$ cat src/rtl/ysyx_25030093_pkg.sv
// ysyx_25030093_pkg: shared state encoding and constants for the instruction fetch unit.
package ysyx_25030093_pkg;
    typedef enum logic [2:0] {IDLE, REQ, WAIT, HOLD, DROP} ifu_state_t;
    localparam logic [1:0]  AXI_RESP_OKAY = 2'b00;
    localparam logic [31:0] INST_NOP      = 32'h0000_0013;
endpackage

$ cat src/rtl/ysyx_25030093_ifu_perf.sv
// ysyx_25030093_ifu_perf: 64-bit wrapping fetch and stall counters.
module ysyx_25030093_ifu_perf (
    input  logic        clk,
    input  logic        rst,
    input  logic        fetch,
    input  logic        stall,
    output logic [63:0] fetch_cnt,
    output logic [63:0] stall_cnt
);
    logic [63:0] fetch_cnt_q, fetch_cnt_d, stall_cnt_q, stall_cnt_d;
    always_comb begin
        fetch_cnt_d = fetch_cnt_q + {63'd0, fetch};
        stall_cnt_d = stall_cnt_q + {63'd0, stall};
    end
    always_ff @(posedge clk or negedge rst) begin
        if (!rst) begin
            fetch_cnt_q <= '0;
            stall_cnt_q <= '0;
        end else begin
            fetch_cnt_q <= fetch_cnt_d;
            stall_cnt_q <= stall_cnt_d;
        end
    end
    assign fetch_cnt = fetch_cnt_q;
    assign stall_cnt = stall_cnt_q;
endmodule

$ cat src/rtl/ysyx_25030093_ifu.sv
// ysyx_25030093_ifu: single-outstanding AXI4-Lite instruction fetch with redirect flush.
// Define IFU_PERF_CNT_EN to add the perf_fetch_cnt/perf_stall_cnt counters.
module ysyx_25030093_ifu
    import ysyx_25030093_pkg::*;
#(
    parameter int                ADDR_W = 32,
    parameter int                DATA_W = 32,
    parameter logic [DATA_W-1:0] NOP    = DATA_W'(INST_NOP)
) (
    input  logic              clk,
    input  logic              rst,
    input  logic [ADDR_W-1:0] pc_in,
    input  logic              pc_valid,
    output logic              pc_ready,
    input  logic              flush,
    output logic [ADDR_W-1:0] araddr,
    output logic              arvalid,
    input  logic              arready,
    input  logic [DATA_W-1:0] rdata,
    input  logic [1:0]        rresp,
    input  logic              rvalid,
    output logic              rready,
    output logic [DATA_W-1:0] inst,
    output logic [ADDR_W-1:0] inst_pc,
    output logic              inst_fault,
    output logic              inst_valid,
    input  logic              inst_ready
`ifdef IFU_PERF_CNT_EN
    ,
    output logic [63:0]       perf_fetch_cnt,
    output logic [63:0]       perf_stall_cnt
`endif
);
    ifu_state_t        state_q, state_d;
    logic [ADDR_W-1:0] araddr_q, araddr_d, inst_pc_q, inst_pc_d;
    logic [DATA_W-1:0] inst_q, inst_d;
    logic              fault_q, fault_d, drop_q, drop_d;

    assign pc_ready   = (state_q == IDLE) && !flush;
    assign arvalid    = state_q == REQ;
    assign rready     = (state_q == WAIT) || (state_q == DROP);
    assign inst_valid = state_q == HOLD;
    assign inst       = inst_valid ? inst_q : NOP;
    assign inst_fault = inst_valid && fault_q;
    assign araddr     = araddr_q;
    assign inst_pc    = inst_pc_q;

    always_comb begin
        state_d   = state_q;
        araddr_d  = araddr_q;
        inst_pc_d = inst_pc_q;
        inst_d    = inst_q;
        fault_d   = fault_q;
        drop_d    = drop_q;
        unique case (state_q)
            IDLE: if (pc_valid && pc_ready) begin
                araddr_d  = pc_in;
                inst_pc_d = pc_in;
                drop_d    = 1'b0;
                state_d   = REQ;
            end
            // The AR request cannot be withdrawn, so a flush here only marks the response for discard.
            REQ: begin
                drop_d = drop_q || flush;
                if (arready) begin
                    state_d = (drop_q || flush) ? DROP : WAIT;
                    drop_d  = 1'b0;
                end
            end
            WAIT: if (rvalid) begin
                state_d = flush ? IDLE : HOLD;
                inst_d  = rdata;
                fault_d = rresp != AXI_RESP_OKAY;
            end else if (flush) begin
                state_d = DROP;
            end
            HOLD: state_d = (flush || inst_ready) ? IDLE : HOLD;
            DROP: state_d = rvalid ? IDLE : DROP;
            default: state_d = IDLE;
        endcase
    end

    always_ff @(posedge clk or negedge rst) begin
        if (!rst) begin
            state_q   <= IDLE;
            araddr_q  <= '0;
            inst_pc_q <= '0;
            inst_q    <= NOP;
            fault_q   <= 1'b0;
            drop_q    <= 1'b0;
        end else begin
            state_q   <= state_d;
            araddr_q  <= araddr_d;
            inst_pc_q <= inst_pc_d;
            inst_q    <= inst_d;
            fault_q   <= fault_d;
            drop_q    <= drop_d;
        end
    end

`ifdef IFU_PERF_CNT_EN
    ysyx_25030093_ifu_perf u_perf (
        .clk       (clk),
        .rst       (rst),
        .fetch     (inst_valid && inst_ready),
        .stall     ((state_q == REQ) || (state_q == WAIT) || (state_q == DROP)),
        .fetch_cnt (perf_fetch_cnt),
        .stall_cnt (perf_stall_cnt)
    );
`endif
endmodule

$ cat config.mk
export PLATFORM = sky130hd
export DESIGN_NAME = ysyx_25030093_ifu
export DESIGN_NICKNAME = d
export VERILOG_FILES = /design/src/rtl/ysyx_25030093_pkg.sv /design/src/rtl/ysyx_25030093_ifu_perf.sv /design/src/rtl/ysyx_25030093_ifu.sv
export SDC_FILE = /design/constraint.sdc
export NUM_CORES = 1
export LEC_CHECK = 0
export ABC_CLOCK_PERIOD_IN_PS = 3500
export CORE_UTILIZATION = 43
export DETAILED_ROUTE_END_ITERATION = 8
export HOLD_SLACK_MARGIN = 0.03
export PLACE_DENSITY = 0.86
export SLEW_MARGIN = 20
export SYNTH_ARGS = -nofsm -noshare
export SYNTH_HDL_FRONTEND = slang
export SYNTH_SLANG_ARGS = --single-unit
export TNS_END_PERCENT = 100
$ cat constraint.sdc
create_clock -name clk -period 3.5 [get_ports clk]
set_clock_uncertainty 0.05 [all_clocks]
set_input_delay 0.7 -clock clk [delete_from_list [all_inputs] [get_ports clk]]
set_output_delay 0.7 -clock clk [all_outputs]
set_load 0.01 [all_outputs]
==> results.md <==
Run status:
- The run finished with clean final reports.

Placed design:
- At the end of routability-driven placement, the weighted congestion stood at a little under 0.8.
- The total of buffers placed on input and output ports is between 150 and 200.
- The pre-CTS worst setup slack is ~0.58 ns.
- The detailed placement HPWL is around 5.3 mm.

Run:
- Across the run, the number of max-cap violations was 0.

Synth:
- The library cell occupying the most area in the post-synthesis netlist is sky130_fd_sc_hd__dfrtp_1.
- The synthesized netlist occupies a cell area of approximately 0.0033 mm^2.
- In this run the biggest area consumer among cell types represents about half of the synthesized area.
- Yosys attributes the largest share of cell area to sky130_fd_sc_hd__dfrtp_1 (50%), sky130_fd_sc_hd__mux2_4 (13%), sky130_fd_sc_hd__mux2_2 (12%), sky130_fd_sc_hd__buf_4 (7.2%), sky130_fd_sc_hd__and2_1 (5.6%).
- Yosys printed 0 warnings.
- In this run the mean area of a mapped cell was about 13 um^2.
- The register area share after synthesis is 51.9%.
- Synthesis produced roughly 250 cells.
- The total nets after synthesis is 320.
- The number of different library cells used by synthesis comes to 30.
- The number of synthesized register bits is between 60 and 70.

Clocking:
- The clock tree buffer depth is 2.
- The insertion delay to the later sink of the worst-skew pair is about 0.33 ns.
- Buffers added to address setup during post-CTS repair amount to 0.
- The H-tree depth is 3.
- The total CTS buffers is 9.
- The clock net in this run drives a total of between 60 and 70 sinks.
- The root buffer cell chosen for the clock tree is sky130_fd_sc_hd__clkbuf_8.
- The CTS tree is done.
- The count of cells resized by post-cts repair is 0.
- The count of hold buffers inserted by post-cts repair is 0.
- After clock tree synthesis, the clock-pin slew on the worst setup and hold paths is ~0.080 ns.

Critical path:
- Of all nets on the critical path, the largest fanout is 31.
- STA classifies the critical path startpoint as a flip-flop.
- The element type at the critical path end is an output port.
- The required time at the worst-slack endpoint is ~2.8 ns.
- For the worst setup path, the data arrival time is 2.18 ns.
- The classification of the worst setup path is reg -> out.

Drt:
- The detailed-route wire length is around 7.3 mm.
- The number of vias after detailed routing is 2306.
- Once detail routing completed, the nets flagged for antenna violations numbered 0.
- The first routing iteration left 34 violations.
- In the routed design, unresolved DRC markers number 0.
- Dividing the detail-routed via count by the number of cells gives between 4 and 5.
- Dividing the detail-routed wire length by the instance count gives about 15 um.
- The first detailed-routing pass ran for 4 iterations.

Timing:
- The number of hold-slack violations in the final timing report is 0.
- Setup violations remaining at the end of the flow were counted as 0.
- Setup repair after global routing left no endpoint under its margin.
- The transition time at the pin with the least slew margin is around 0.57 ns.
- The accumulated negative setup slack is 0 ns.
- The post-route clock period utilization is roughly 84%.
- For this run, the top clock speed supported by timing is roughly 0.34 GHz.
- The remaining max-slew budget at the tightest pin is ~62%.
- The post-layout minimum cycle time is between 2 and 3 ns.
- The final max-slew violation count is 0.
- The worst path setup slack after routing is 0.570 ns.

Die:
- The die outline area is between 0.008 and 0.009 mm^2.
- For this configuration, the core starts out at a cell density of 45.2%.
- The core box area is approximately 0.0074 mm^2.
- The die is 90.0 um tall.
- The width of the chip is 90.0 um.
- The number of primary I/O pins is around 170.
- The floorplan has 31 rows.

Global route:
- Entering global routing, the biggest net connects 37 pins.
- The number of global-route vias before repair is ~2.5k.
- The number of antenna violations at the first check in global routing is 0.
- After global routing the overflow that remains totals 0.
- The first global-routing pass estimated approximately 12 mm of wire.
- The global router's overall resource usage is a little under a fifth.

Final layout:
- The net count of the finished layout is around 470.
- The area added between synthesis and finish is 54.0%.
- The number of antenna diodes is 0.
- Of the cells placed in the final design, the portion with a size suffix greater than 1 is 23.4%.

Pwr:
- The worst supply voltage drop on vdd is 0.000535 V.
- The power per cell area is approximately 800 mW/mm^2.
- The leakage power total is roughly 2.2 nW.

Min path:
- The path class of the tightest hold or removal check is in -> async.
-- routing by layer --
layer  track usage [%]  wire length, um
met1              23.1             3110
met2              32.8             3550
met3              4.40              548
met4              7.66               90
met5                 0                0
-- cell usage after synthesis --
master / n
sky130_fd_sc_hd__dfrtp_1: 66
sky130_fd_sc_hd__mux2_2: 35
sky130_fd_sc_hd__buf_4: 32
sky130_fd_sc_hd__and2_1: 30
sky130_fd_sc_hd__mux2_4: 29
sky130_fd_sc_hd__nor2_1: 9
sky130_fd_sc_hd__buf_6: 6
sky130_fd_sc_hd__a21oi_1: 4
sky130_fd_sc_hd__clkbuf_1: 4
sky130_fd_sc_hd__dfstp_2: 3
sky130_fd_sc_hd__inv_1: 3
sky130_fd_sc_hd__nand2_1: 3
sky130_fd_sc_hd__nor3_1: 3
sky130_fd_sc_hd__or3_1: 3
sky130_fd_sc_hd__buf_2: 2
sky130_fd_sc_hd__a21o_1: 1
sky130_fd_sc_hd__mux2i_1: 1
sky130_fd_sc_hd__nand2_2: 1
sky130_fd_sc_hd__nand2b_1: 1
sky130_fd_sc_hd__nand2b_4: 1
sky130_fd_sc_hd__nand3b_1: 1
sky130_fd_sc_hd__nor3_4: 1
sky130_fd_sc_hd__nor3b_1: 1
sky130_fd_sc_hd__nor4_4: 1
sky130_fd_sc_hd__o21ai_0: 1
sky130_fd_sc_hd__o21bai_1: 1
sky130_fd_sc_hd__o221ai_1: 1
sky130_fd_sc_hd__o22ai_1: 1
sky130_fd_sc_hd__o32ai_1: 1
sky130_fd_sc_hd__xnor2_1: 1
-- state kept, by name, indices dropped and copies added (netlist names) --
signal,count
state_q,3
inst_pc,32
inst_q,32
drop_q,1
fault_q,1
-- path summary, 6_finish.rpt --
| check | startpoint | end | slack (ns) | cells past startpoint |
|---|---|---|---|---|
| min | rst | inst_q[19] | 0.35 | 2 |
| max in group asynchronous | rst | inst_q[4] | 2.70 | 2 |
| max | state_q[1] | inst[12] | 0.57 | 5 |
| min reg2reg | inst_q[28] | inst_q[28] | 0.45 | 1 |
| min in group clk | inst_q[28] | inst_q[28] | 0.45 | 1 |
| max reg2reg | state_q[2] | inst_pc[3] | 1.59 | 4 |
-- power by group --
group,leakage [nW],internal [mW],switching [mW]
logic,1.27,1.27,0.641
registers,0.832,1.20,0.308
clock network,0.120,0.477,0.308
-- layout make-up --
cell class | count | area (um^2)
Clock buffer | 9 | 124
Clock inverter | 7 | 120
Fill cell | 537 | 2240
Inverter | 3 | 11.3
Multi-Input combinational cell | 131 | 1260
Sequential cell | 69 | 1730
Tap cell | 99 | 124
Timing Repair Buffer | 178 | 1760
-- critical path: stages (launching register included) --
cell	delay, ns
sky130_fd_sc_hd__dfrtp_1	0.58
sky130_fd_sc_hd__nand2_1	0.17
sky130_fd_sc_hd__nor2_1	0.11
sky130_fd_sc_hd__buf_4	0.26
sky130_fd_sc_hd__and2_1	0.18
sky130_fd_sc_hd__clkdlybuf4s50_1	0.53
-- layout by cell type (no fill, tap or decap), types with 4 or more instances in the layout --
cell / Yosys / routed
sky130_fd_sc_hd__clkdlybuf4s50_1: 0 / 172
sky130_fd_sc_hd__dfrtp_1: 66 / 66
sky130_fd_sc_hd__mux2_2: 35 / 35
sky130_fd_sc_hd__and2_1: 30 / 30
sky130_fd_sc_hd__mux2_4: 29 / 29
sky130_fd_sc_hd__nor2_1: 9 / 9
sky130_fd_sc_hd__clkbuf_8: 0 / 9
sky130_fd_sc_hd__buf_4: 32 / 5
sky130_fd_sc_hd__a21oi_1: 4 / 4
-- cells by family (layout without fill, tap and decap cells) --
logic type / after synthesis / after routing / share of synthesized area (%)
AO/OA/AOI/OAI: 10 / 10 / 1.92
XOR/XNOR: 1 / 1 / 0.263
flip-flops: 69 / 69 / 51.9
buffers and inverters: 47 / 197 / 10.3
multiplexers: 65 / 65 / 25.2
AND/OR/NAND/NOR: 55 / 55 / 10.4
-- per-stage QoR --
step | area, um^2 | util [%] | power, mW | instances | hold WS [ns]
3_5_place_dp | 4890 | 66.3 | 3.44 | 480 | 0.437
4_1_cts | 5130 | 69.6 | 4.26 | 496 | 0.344
5_1_grt | 5130 | 69.6 | 4.44 | 496 | 0.379
3_3_place_gp | 4890 | 66.3 | 3.38 | 480 | 0.430
6_report | 5130 | 69.6 | 4.20 | 496 | 0.346
2_1_floorplan | 3330 | - | 2.63 | 247 | 0.354
Note: power is estimated with default switching activity, not from simulation.
